`config.mk`:
```
export PLATFORM = sky130hd
export DESIGN_NAME = time_set_ctrl
export DESIGN_NICKNAME = d
export VERILOG_FILES = /design/src/rtl/time_set_pkg.sv /design/src/rtl/btn_conditioner.sv /design/src/rtl/time_set_ctrl.sv
export SDC_FILE = /design/constraint.sdc
export NUM_CORES = 1
export LEC_CHECK = 0
export ABC_AREA = 1
export CORE_ASPECT_RATIO = 1.2
export CORE_MARGIN = 2
export CORE_UTILIZATION = 59
export DETAILED_ROUTE_END_ITERATION = 10
export PLACE_DENSITY = 0.76
export SLEW_MARGIN = 20
export SYNTH_ARGS = -nofsm -noshare
export SYNTH_HDL_FRONTEND = slang
export SYNTH_SLANG_ARGS = --single-unit
```
`constraint.sdc`:
```
create_clock -name clk_100Hz -period 4.31 [get_ports clk_100Hz]
set_input_delay 0.6465 -clock clk_100Hz [delete_from_list [all_inputs] [get_ports clk_100Hz]]
set_output_delay 0.6465 -clock clk_100Hz [all_outputs]
set_load 0.02 [all_outputs]
```
`src/rtl/time_set_pkg.sv`:
```
// Shared types and constants for the time-entry controller and the times block.
package time_set_pkg;

   localparam int unsigned VAL_W = 6;

   typedef enum logic [2:0] {
      ST_IDLE,
      ST_EDIT_HOUR,
      ST_EDIT_MIN,
      ST_EDIT_REM,
      ST_COMMIT_CLK,
      ST_COMMIT_REM
   } state_e;

   localparam logic [1:0] SET_RUN = 2'b00;
   localparam logic [1:0] SET_CLK = 2'b01;
   localparam logic [1:0] SET_REM = 2'b10;

   localparam logic [1:0] FIELD_NONE = 2'b00;
   localparam logic [1:0] FIELD_HOUR = 2'b01;
   localparam logic [1:0] FIELD_MIN  = 2'b10;
   localparam logic [1:0] FIELD_REM  = 2'b11;

   localparam logic [VAL_W-1:0] HOUR_MAX = VAL_W'(23);
   localparam logic [VAL_W-1:0] MIN_MAX  = VAL_W'(59);
   localparam logic [VAL_W-1:0] REM_MIN  = VAL_W'(1);
   localparam logic [VAL_W-1:0] REM_RST  = VAL_W'(10);

   function automatic logic [VAL_W-1:0] clamp_max(input logic [VAL_W-1:0] v,
                                                  input logic [VAL_W-1:0] hi);
      return (v > hi) ? hi : v;
   endfunction

   // One modular step inside [lo, hi]; up=0 steps down.
   function automatic logic [VAL_W-1:0] step_wrap(input logic [VAL_W-1:0] v,
                                                  input logic [VAL_W-1:0] lo,
                                                  input logic [VAL_W-1:0] hi,
                                                  input logic             up);
      if (up) return (v >= hi) ? lo : v + VAL_W'(1);
      return (v <= lo) ? hi : v - VAL_W'(1);
   endfunction

endpackage

```
`src/rtl/btn_conditioner.sv`:
```
// Per-button synchroniser, debounce, rising-edge press pulse and optional auto-repeat.
module btn_conditioner #(
   parameter bit          REPEAT_EN  = 1'b0,
   parameter int unsigned REPEAT_DLY = 50,
   parameter int unsigned REPEAT_PER = 10
) (
   input  logic clk_100Hz,
   input  logic reset,
   input  logic btn_raw,
   output logic press
);
   import time_set_pkg::*;

   // Repeat counter parks at REPEAT_DLY and reloads so the next hit is REPEAT_PER later
   // (assumes REPEAT_DLY >= REPEAT_PER).
   localparam int unsigned       CNT_W    = $clog2(REPEAT_DLY + 1);
   localparam logic [CNT_W-1:0]  DLY_C    = CNT_W'(REPEAT_DLY);
   localparam logic [CNT_W-1:0]  RELOAD_C = CNT_W'(REPEAT_DLY - REPEAT_PER + 1);

   logic             sync1_q, sync2_q;
   logic             deb_q, deb_d;
   logic             deb_dly_q;
   logic             press_q, press_d;
   logic [CNT_W-1:0] rep_cnt_q, rep_cnt_d;

   always_ff @(posedge clk_100Hz or posedge reset) begin
      if (reset) begin
         sync1_q   <= 1'b0;
         sync2_q   <= 1'b0;
         deb_q     <= 1'b0;
         deb_dly_q <= 1'b0;
         press_q   <= 1'b0;
         rep_cnt_q <= '0;
      end else begin
         sync1_q   <= btn_raw;
         sync2_q   <= sync1_q;
         deb_q     <= deb_d;
         deb_dly_q <= deb_q;
         press_q   <= press_d;
         rep_cnt_q <= rep_cnt_d;
      end
   end

   always_comb begin
      deb_d     = deb_q;
      rep_cnt_d = '0;
      press_d   = 1'b0;
      if (sync1_q == sync2_q) deb_d = sync2_q;
      if (deb_q) rep_cnt_d = (rep_cnt_q == DLY_C) ? RELOAD_C : rep_cnt_q + CNT_W'(1);
      press_d = deb_q & ~deb_dly_q;
      if (REPEAT_EN && deb_q && (rep_cnt_q == DLY_C)) press_d = 1'b1;
   end

   assign press = press_q;

endmodule

```
`src/rtl/time_set_ctrl.sv`:
```
// Time-entry controller: edits hour/minute/remind in a shadow copy and issues
// one-cycle commit strobes to the times block; also drives display field/blink.
module time_set_ctrl #(
   parameter int unsigned REPEAT_DLY = 50,
   parameter int unsigned REPEAT_PER = 10,
   parameter int unsigned TIMEOUT    = 1000,
   parameter int unsigned BLINK_HALF = 25
) (
   input  logic       clk_100Hz,
   input  logic       reset,
   input  logic       power_on,
   input  logic       btn_mode,
   input  logic       btn_up,
   input  logic       btn_down,
   input  logic       btn_confirm,
   input  logic [5:0] hour_in,
   input  logic [5:0] minute_in,
   output logic [1:0] set_all_times,
   output logic [5:0] btn_time_set,
   output logic [5:0] btn_min_set,
   output logic [1:0] edit_field,
   output logic [5:0] edit_value,
   output logic       blink
);
   import time_set_pkg::*;

   localparam int unsigned      TO_W    = $clog2(TIMEOUT + 1);
   localparam int unsigned      BL_W    = $clog2(BLINK_HALF + 1);
   localparam logic [TO_W-1:0]  TO_LAST = TO_W'(TIMEOUT - 1);
   localparam logic [BL_W-1:0]  BL_LAST = BL_W'(BLINK_HALF - 1);

   logic mode_p, up_p, down_p, conf_p;

   btn_conditioner #(.REPEAT_EN(1'b0), .REPEAT_DLY(REPEAT_DLY), .REPEAT_PER(REPEAT_PER)) u_mode (
      .clk_100Hz(clk_100Hz), .reset(reset), .btn_raw(btn_mode), .press(mode_p));
   btn_conditioner #(.REPEAT_EN(1'b1), .REPEAT_DLY(REPEAT_DLY), .REPEAT_PER(REPEAT_PER)) u_up (
      .clk_100Hz(clk_100Hz), .reset(reset), .btn_raw(btn_up), .press(up_p));
   btn_conditioner #(.REPEAT_EN(1'b1), .REPEAT_DLY(REPEAT_DLY), .REPEAT_PER(REPEAT_PER)) u_down (
      .clk_100Hz(clk_100Hz), .reset(reset), .btn_raw(btn_down), .press(down_p));
   btn_conditioner #(.REPEAT_EN(1'b0), .REPEAT_DLY(REPEAT_DLY), .REPEAT_PER(REPEAT_PER)) u_conf (
      .clk_100Hz(clk_100Hz), .reset(reset), .btn_raw(btn_confirm), .press(conf_p));

   state_e           state_q, state_d;
   logic [VAL_W-1:0] sh_hour_q, sh_hour_d, sh_min_q, sh_min_d, sh_rem_q, sh_rem_d;
   logic [VAL_W-1:0] rem_q, rem_d;
   logic [TO_W-1:0]  to_cnt_q, to_cnt_d;
   logic [BL_W-1:0]  bl_cnt_q, bl_cnt_d;
   logic             blink_q, blink_d;
   logic [1:0]       set_q, set_d, field_q, field_d;
   logic [VAL_W-1:0] bt_q, bt_d, bm_q, bm_d, value_q, value_d;
   logic             editing, any_pulse, timed_out;

   assign editing   = (state_q == ST_EDIT_HOUR) || (state_q == ST_EDIT_MIN) || (state_q == ST_EDIT_REM);
   assign any_pulse = mode_p | up_p | down_p | conf_p;
   assign timed_out = (to_cnt_q == TO_LAST) && !any_pulse;

   always_ff @(posedge clk_100Hz or posedge reset) begin
      if (reset) begin
         state_q   <= ST_IDLE;
         sh_hour_q <= '0;
         sh_min_q  <= '0;
         sh_rem_q  <= REM_RST;
         rem_q     <= REM_RST;
         to_cnt_q  <= '0;
         bl_cnt_q  <= '0;
         blink_q   <= 1'b0;
         set_q     <= SET_RUN;
         field_q   <= FIELD_NONE;
         bt_q      <= '0;
         bm_q      <= '0;
         value_q   <= '0;
      end else begin
         state_q   <= state_d;
         sh_hour_q <= sh_hour_d;
         sh_min_q  <= sh_min_d;
         sh_rem_q  <= sh_rem_d;
         rem_q     <= rem_d;
         to_cnt_q  <= to_cnt_d;
         bl_cnt_q  <= bl_cnt_d;
         blink_q   <= blink_d;
         set_q     <= set_d;
         field_q   <= field_d;
         bt_q      <= bt_d;
         bm_q      <= bm_d;
         value_q   <= value_d;
      end
   end

   always_comb begin
      state_d   = state_q;
      sh_hour_d = sh_hour_q;
      sh_min_d  = sh_min_q;
      sh_rem_d  = sh_rem_q;
      rem_d     = rem_q;
      to_cnt_d  = (editing && !any_pulse) ? to_cnt_q + TO_W'(1) : '0;
      bl_cnt_d  = '0;
      blink_d   = 1'b0;
      set_d     = SET_RUN;
      field_d   = FIELD_NONE;
      bt_d      = bt_q;
      bm_d      = bm_q;
      value_d   = '0;

      case (state_q)
         ST_IDLE: begin
            if (mode_p && power_on) begin
               state_d   = ST_EDIT_HOUR;
               sh_hour_d = clamp_max(hour_in, HOUR_MAX);
               sh_min_d  = clamp_max(minute_in, MIN_MAX);
               sh_rem_d  = rem_q;
            end
         end
         ST_EDIT_HOUR, ST_EDIT_MIN, ST_EDIT_REM: begin
            // Priority: abort, confirm, mode, then a lone up/down step.
            if (!power_on || timed_out) begin
               state_d = ST_IDLE;
            end else if (conf_p) begin
               state_d = (state_q == ST_EDIT_REM) ? ST_COMMIT_REM : ST_COMMIT_CLK;
            end else if (mode_p) begin
               state_d = (state_q == ST_EDIT_HOUR) ? ST_EDIT_MIN :
                         (state_q == ST_EDIT_MIN)  ? ST_EDIT_REM : ST_EDIT_HOUR;
            end else if (up_p ^ down_p) begin
               if (state_q == ST_EDIT_HOUR)     sh_hour_d = step_wrap(sh_hour_q, VAL_W'(0), HOUR_MAX, up_p);
               else if (state_q == ST_EDIT_MIN) sh_min_d  = step_wrap(sh_min_q, VAL_W'(0), MIN_MAX, up_p);
               else                             sh_rem_d  = step_wrap(sh_rem_q, REM_MIN, HOUR_MAX, up_p);
            end
         end
         default: state_d = ST_IDLE;
      endcase

      // Outputs are registered from the next state so they line up with it.
      case (state_d)
         ST_EDIT_HOUR: begin field_d = FIELD_HOUR; value_d = sh_hour_d; end
         ST_EDIT_MIN:  begin field_d = FIELD_MIN;  value_d = sh_min_d;  end
         ST_EDIT_REM:  begin field_d = FIELD_REM;  value_d = sh_rem_d;  end
         ST_COMMIT_CLK: begin
            set_d = SET_CLK;
            bt_d  = sh_hour_d;
            bm_d  = sh_min_d;
         end
         ST_COMMIT_REM: begin
            set_d = SET_REM;
            bt_d  = sh_rem_d;
            bm_d  = '0;
            rem_d = sh_rem_d;
         end
         default: ;
      endcase

      if (field_d != FIELD_NONE) begin
         if (state_d != state_q) begin
            bl_cnt_d = '0;
            blink_d  = 1'b0;
         end else if (bl_cnt_q == BL_LAST) begin
            bl_cnt_d = '0;
            blink_d  = ~blink_q;
         end else begin
            bl_cnt_d = bl_cnt_q + BL_W'(1);
            blink_d  = blink_q;
         end
      end
   end

   assign set_all_times = set_q;
   assign btn_time_set  = bt_q;
   assign btn_min_set   = bm_q;
   assign edit_field    = field_q;
   assign edit_value    = value_q;
   assign blink         = blink_q;

endmodule
```
* Word-level counts from Yosys, hierarchy flattened
Cells that the tools add are included.
** Cells by class
- $add $sub $neg :: 10
- $lt $le $gt $ge :: 8
- Equality and inequality tests :: 18
- Multiplexer cells :: 84
- Bitwise logic cells :: 13
- Reductions and logical operators :: 14
** Operators by type and width (number)
- $mux W6 :: 38
- $pmux W6 S2 :: 5
- $add A6 B1 Y6 const B :: 5
- $mux W1 :: 27
- $le A6 B1 Y1 const B :: 3
- $pmux W6 S3 :: 1
- $sub A6 B1 Y6 const B :: 3
- $mux W5 :: 3
- $eq A3 B2 Y1 const B :: 4
- $eq A6 B6 Y1 const B :: 2
- $ge A6 B5 Y1 const B :: 2
- $mux W3 :: 4
- $add A10 B1 Y10 const B :: 1
- $eq A10 B10 Y1 const B :: 1
- $mux W10 :: 1
- $eq A3 B1 Y1 const B :: 2
- $eq A3 B3 Y1 const B :: 2
- $ge A6 B6 Y1 const B :: 1
- $gt A6 B5 Y1 const B :: 1
- $gt A6 B6 Y1 const B :: 1
- $pmux W2 S3 :: 1
- $pmux W3 S2 :: 1
- $add A5 B1 Y5 const B :: 1
- $eq A5 B5 Y1 const B :: 1
- other kinds (15) :: 36
** Storage, ports and cells
- Register bits after elaboration :: 97
- Bits of input ports :: 19
- Output and inout bits :: 23
- Word-level logic and storage cells :: 182

* Logic depth before layout (Yosys ltp)
- Depth in word-level cells :: 17
- Depth in mapped cells :: 15
- Depth with buffers taken out :: 15

* By module
A second synthesis with hierarchy kept.
** Second synthesis, totals
- Cells, all modules :: 737
- Area total of the unflattened synthesis :: 5504.0 um2
** By module, submodules not included
- time_set_ctrl :: instances 1, cells each 631, area each 4307.9 um2, sequential area each 1631.6 um2
- btn_conditioner (u_down ...) :: instances 2, cells each 42, area each 449.2 um2, sequential area each 275.3 um2
- btn_conditioner (u_conf ...) :: instances 2, cells each 11, area each 148.9 um2, sequential area each 125.1 um2

* Least setup slack after synthesis
No wires, ideal clock.
- Path type :: register -> register
- From :: reg sh_rem_q[1]
- To :: reg bt_q[1] (netlist: btn_time_set[1])
- Setup time :: 0.124 ns
- Data arrival time :: 1.676 ns
- Data required time :: 4.186 ns
- Path slack :: 2.510 ns
- Stages on the path, launching flop included :: 13
- Path buffers :: 0
- Period minus slack after synthesis :: 1.800 ns
- Cell sequence :: dfstp_2 -> inv_1 -> ha_1 -> o21ai_0 -> nor2_1 -> nor2_1 -> nand2_1 -> nand2_1 -> nand2_1 -> nand3_1 -> nand3_1 -> nand2_1 -> nand3_1
** On the way
- Longest elaborated chain between the ends :: 12
- Elaborated cells on any way between the ends :: 17
- Those cells by class :: add/sub: 2; order compare: 2; mux: 13
** Ends and longest elaborated chain
- start, declared :: line time_set_ctrl.sv:44 : logic [VAL_W-1:0] sh_hour_q, sh_hour_d, sh_min_q, sh_min_d, sh_rem_q, sh_rem_d;
- start signal, assigned :: line time_set_ctrl.sv:76 : sh_rem_q <= sh_rem_d;
- $add A6 B1 Y6 or $ge A6 B5 Y1 (tied branches) :: line time_set_pkg.sv:39 : if (up) return (v >= hi) ? lo : v + VAL_W'(1);
- $mux W6 (2 in a row) :: line time_set_pkg.sv:39
- $mux W6 :: line time_set_pkg.sv:40 : return (v <= lo) ? hi : v - VAL_W'(1);
- $mux W6 :: line time_set_ctrl.sv:124 : else if (state_q == ST_EDIT_MIN) sh_min_d = step_wrap(sh_min_q, VAL_W'(0), MIN_MAX, up_p);
- $mux W6 :: line time_set_ctrl.sv:123 : if (state_q == ST_EDIT_HOUR) sh_hour_d = step_wrap(sh_hour_q, VAL_W'(0), HOUR_MAX, up_p);
- $mux W6 :: line time_set_ctrl.sv:122 : end else if (up_p ^ down_p) begin
- $mux W6 :: line time_set_ctrl.sv:119 : end else if (mode_p) begin
- $mux W6 :: line time_set_ctrl.sv:117 : end else if (conf_p) begin
- $mux W6 :: line time_set_ctrl.sv:115 : if (!power_on || timed_out) begin
- $pmux W6 S2 * :: line time_set_ctrl.sv:104 : case (state_q)
- net sh_rem_d[1] :: line time_set_ctrl.sv:44
- $pmux W6 S2 * :: line time_set_ctrl.sv:132 : case (state_d)
- end signal, assigned :: line time_set_ctrl.sv:83 : bt_q <= bt_d;
- end, declared :: line time_set_ctrl.sv:50 : logic [VAL_W-1:0] bt_q, bt_d, bm_q, bm_d, value_q, value_d;
The timed path passes the listed nets; every way through them passes the cells marked *. The select of a mux whose other input is x is not followed.
A chain may end at the register's enable or synchronous reset.

* Final worst setup path
- From :: in power_on
- To :: reg value_q[1] (netlist: edit_value[1])
** On the way
- Elaborated cells on any way between the ends :: 19
- Those cells by class :: eq/ne: 3; mux: 13; reduce/logical: 3
** RTL lines
- start, declared :: line time_set_ctrl.sv:11 : input logic power_on,
- $logic_not A1 Y1 :: line time_set_ctrl.sv:115
- $logic_or A1 B1 Y1 :: line time_set_ctrl.sv:115
- $mux W6 :: line time_set_ctrl.sv:115
- $pmux W6 S2 * :: line time_set_ctrl.sv:104
- net sh_min_d[1] :: line time_set_ctrl.sv:44
- $pmux W6 S3 * :: line time_set_ctrl.sv:132
- net value_d[1] :: line time_set_ctrl.sv:50
- end signal, assigned :: line time_set_ctrl.sv:85 : value_q <= value_d;
- end, declared :: line time_set_ctrl.sv:50
The timed path passes the listed nets; every way through them passes the cells marked *.

==> reports/qor.txt <==
status = finished, final reports clean
most numerous cell on the critical path = nand2_1
clock slew at reported path FFs = 0.09 ns
Residual DRC = 0
Worst Setup EP = edit_value[1]$_DFF_PP0_
Ports = 42
Startpoint Class = input port
Row Count = 38
Synth top area share = 42.4%
largest family of logic cells by synthesized area = simple AND/OR/NAND/NOR gates
P per Cell Area = 495 mW/mm^2
TritonCTS clock tree = yes
gpl congestion = 0.929
initial drt markers = 394
sum of negative setup slack = 0 ns
Hold-fix buffers, CTS = 0
most frequent cells in the layout = nand2_1 (213), dfrtp_1 (93), nand3_1 (79), inv_1 (56), nor2_1 (50)
# diodes = 0
Register-to-Register Path Depth = 7
post-layout util = 68.5%
Setup CP Type = in -> reg
cell taking the most area after synthesis = dfrtp_1
commonest non-fill, non-tap cell in the layout = nand2_1
reg2reg setup slack = 1.82 ns
Synth Area in Compound Gates = 7.33%
Post-CTS Setup Repair Bufs = 0
number of synthesized flops with an enable pin = 0
Final Hold Viols = 0
initial antenna violation count = 0
post-synthesis cell area = 0.00548 mm^2
final net count = 771
FFs w/ async S/R, synth = 100%
largest net degree at the start of global routing = 45
DRT antenna net count = 0
fin crit period = 2.88 ns
slowest stage cell, crit path = clkdlybuf4s50_1
HP Class = reg -> reg
share of layout cells above drive strength 1 = 9.57%
CP peak stage delay = 0.76 ns
Worst VDD drop = 0.309 mV
vias in the first global route = 4700
Clock Tree Root = clkbuf_8
Crit Reg-Reg Endpoint = rem_q[1]$_DFFE_PP1P_
post-synthesis instance total = 700
mux share of post-synthesis cell area = 0%
Via density = 5.63
CTS Sinks = 97
maximum fanout along the worst path = 23
syn nets = 734
via count = 4850
Die X = 92 um
Fmax achieved = 348 MHz
Post-Synth XOR/XNOR Area = 2.24%
ys flop type = dfrtp_1
RSZ-0062 raised after global routing = false
hold path depth = 0
Port Buffers = 41
CP Launch Point = power_on
CTS Buf Count = 9
Worst EP required = 4.56 ns
Area Growth Syn to Fin = 12.9%
CTS resizes = 0
wire per inst = 15.4 um
drt first pass iters = 6
Biggest register = to_cnt_q
die area = 0.0101 mm^2
Die Ht = 110 um
final setup violation count = 0
Mean Syn Cell Area = 7.83 um^2
final WL = 13200 um
Initial Util = 60.7%
Synth Area in Adders = 4.15%
Worst setup EP type = register
Leak = 2.99 nW
first-pass GRT wire length = 22000 um
clock buffer depth = 2
Clk Latency, worst-skew pair = 0.36 ns
#FFs+latches synth = 97
Fillers = 752
final global-route overflow total = 0
Post-Synth Simple-Gate Area = 35.4%
Layout Skew = 0.00784 ns
Worst-Margin Slew = 0.868 ns
Synth area leaders = dfrtp_1 (42%), nand2_1 (15%), nand3_1 (7.2%)
GRT Total Usage = 27.7%
Rel. slew slack = 42.1%
max cap viols = 0
Multi-input gate area = 0.00269 mm^2
CP Cell Sequence = clkdlybuf4s50_1 > nand2_1 > inv_1 > nand2_1 > o221ai_1 > nand3_1 > nand2_1 > nand3_1
period utilisation layout = 66.7%
Seq/Total Area, Yosys = 44.4%
worst path arrival time = 3.13 ns
final hold slack = 0.397 ns
Reg-to-Reg Start = state_q[2]$_DFF_PP0_
HPWL after detailed placement = 9630 um
FF+latch area = 0.00243 mm^2
synth unique cells = 45
core area = 0.00903 mm^2
max reg flops = 10
H-Tree Depth = 3
Final Max Tran Viols = 0
Syn. warnings = 0
## critical path, delay by kind of cell
kind	cells	cell delay, ns
AND/OR/NAND/NOR	5	0.88
buffers and inverters	2	1.40
AO/OA/AOI/OAI	1	0.20
## synthesized netlist by cell type (all sizes together) (6+ instances only)
cell and n:
nand4 18, ha 15, o21ai 27, nor2 61, a21oi 31, xor2 9, inv 68, dfrtp 93
buf 12, o211ai 6, nand2 216, nand3 86, clkbuf 7, nor3 14
## where the power goes
part | leakage, nW | internal, mW | total (mW) | switching (mW)
clock network | 0.110 | 0.303 | 0.619 | 0.316
registers | 1.24 | 1.08 | 1.30 | 0.226
logic | 1.64 | 0.437 | 1.14 | 0.707
total | 2.99 | 1.82 | 3.07 | 1.25
## cells by family after synthesis
family / count (synthesis)
xor gates and xnor gates: 14
DFF: 97
adders and majority gates: 19
buffers and inverters: 88
and+or+nand+nor: 410
AOI/OAI and AO/OA: 72
## per-layer routing
layer | track usage [%] | share of wire [%] | wire length, um | vias up
met5 | 0 | 0 | 0 | -
met4 | 12.3 | 3.2 | 419 | 0
met3 | 4.46 | 5.9 | 776 | 29
met2 | 47.4 | 50 | 6570 | 172
met1 | 35.0 | 41 | 5480 | 2291
li1 | - | - | - | 2358
## area by class of cell
class	count	area share [%]
clock buffers	11	2.45
inverters	69	4.26
flip-flops and latches	97	39.3
well taps	120	2.43
clock inverters	5	0.990
repair buffers	45	7.11
multi-input cells	515	43.5
## stage by stage
step / std cells / area (um^2) / setup WS (ns) / total power [mW]
3_3_place_gp: 846 / 5980 / 1.18 / 2.40
6_report: 862 / 6190 / 1.43 / 3.07
5_1_grt: 862 / 6190 / 1.19 / 3.29
2_1_floorplan: 700 / 5480 / 1.14 / 2.08
4_1_cts: 862 / 6190 / 1.47 / 3.07
3_5_place_dp: 846 / 5980 / 1.09 / 2.44
## worst min-delay path by stage
stage | from | to
after floorplan | u_conf.sync1_q$_DFF_PP0_ | u_conf.sync2_q$_DFF_PP0_
after global placement | u_mode.sync1_q$_DFF_PP0_ | u_mode.sync2_q$_DFF_PP0_
after detailed placement | u_conf.sync1_q$_DFF_PP0_ | u_conf.sync2_q$_DFF_PP0_
after CTS | u_conf.sync1_q$_DFF_PP0_ | u_conf.sync2_q$_DFF_PP0_
after global routing | u_conf.deb_dly_q$_DFF_PP0_ | u_conf.press$_DFF_PP0_
final | u_up.sync1_q$_DFF_PP0_ | u_up.sync2_q$_DFF_PP0_
No activity file was read; power rests on OpenSTA's default activity.
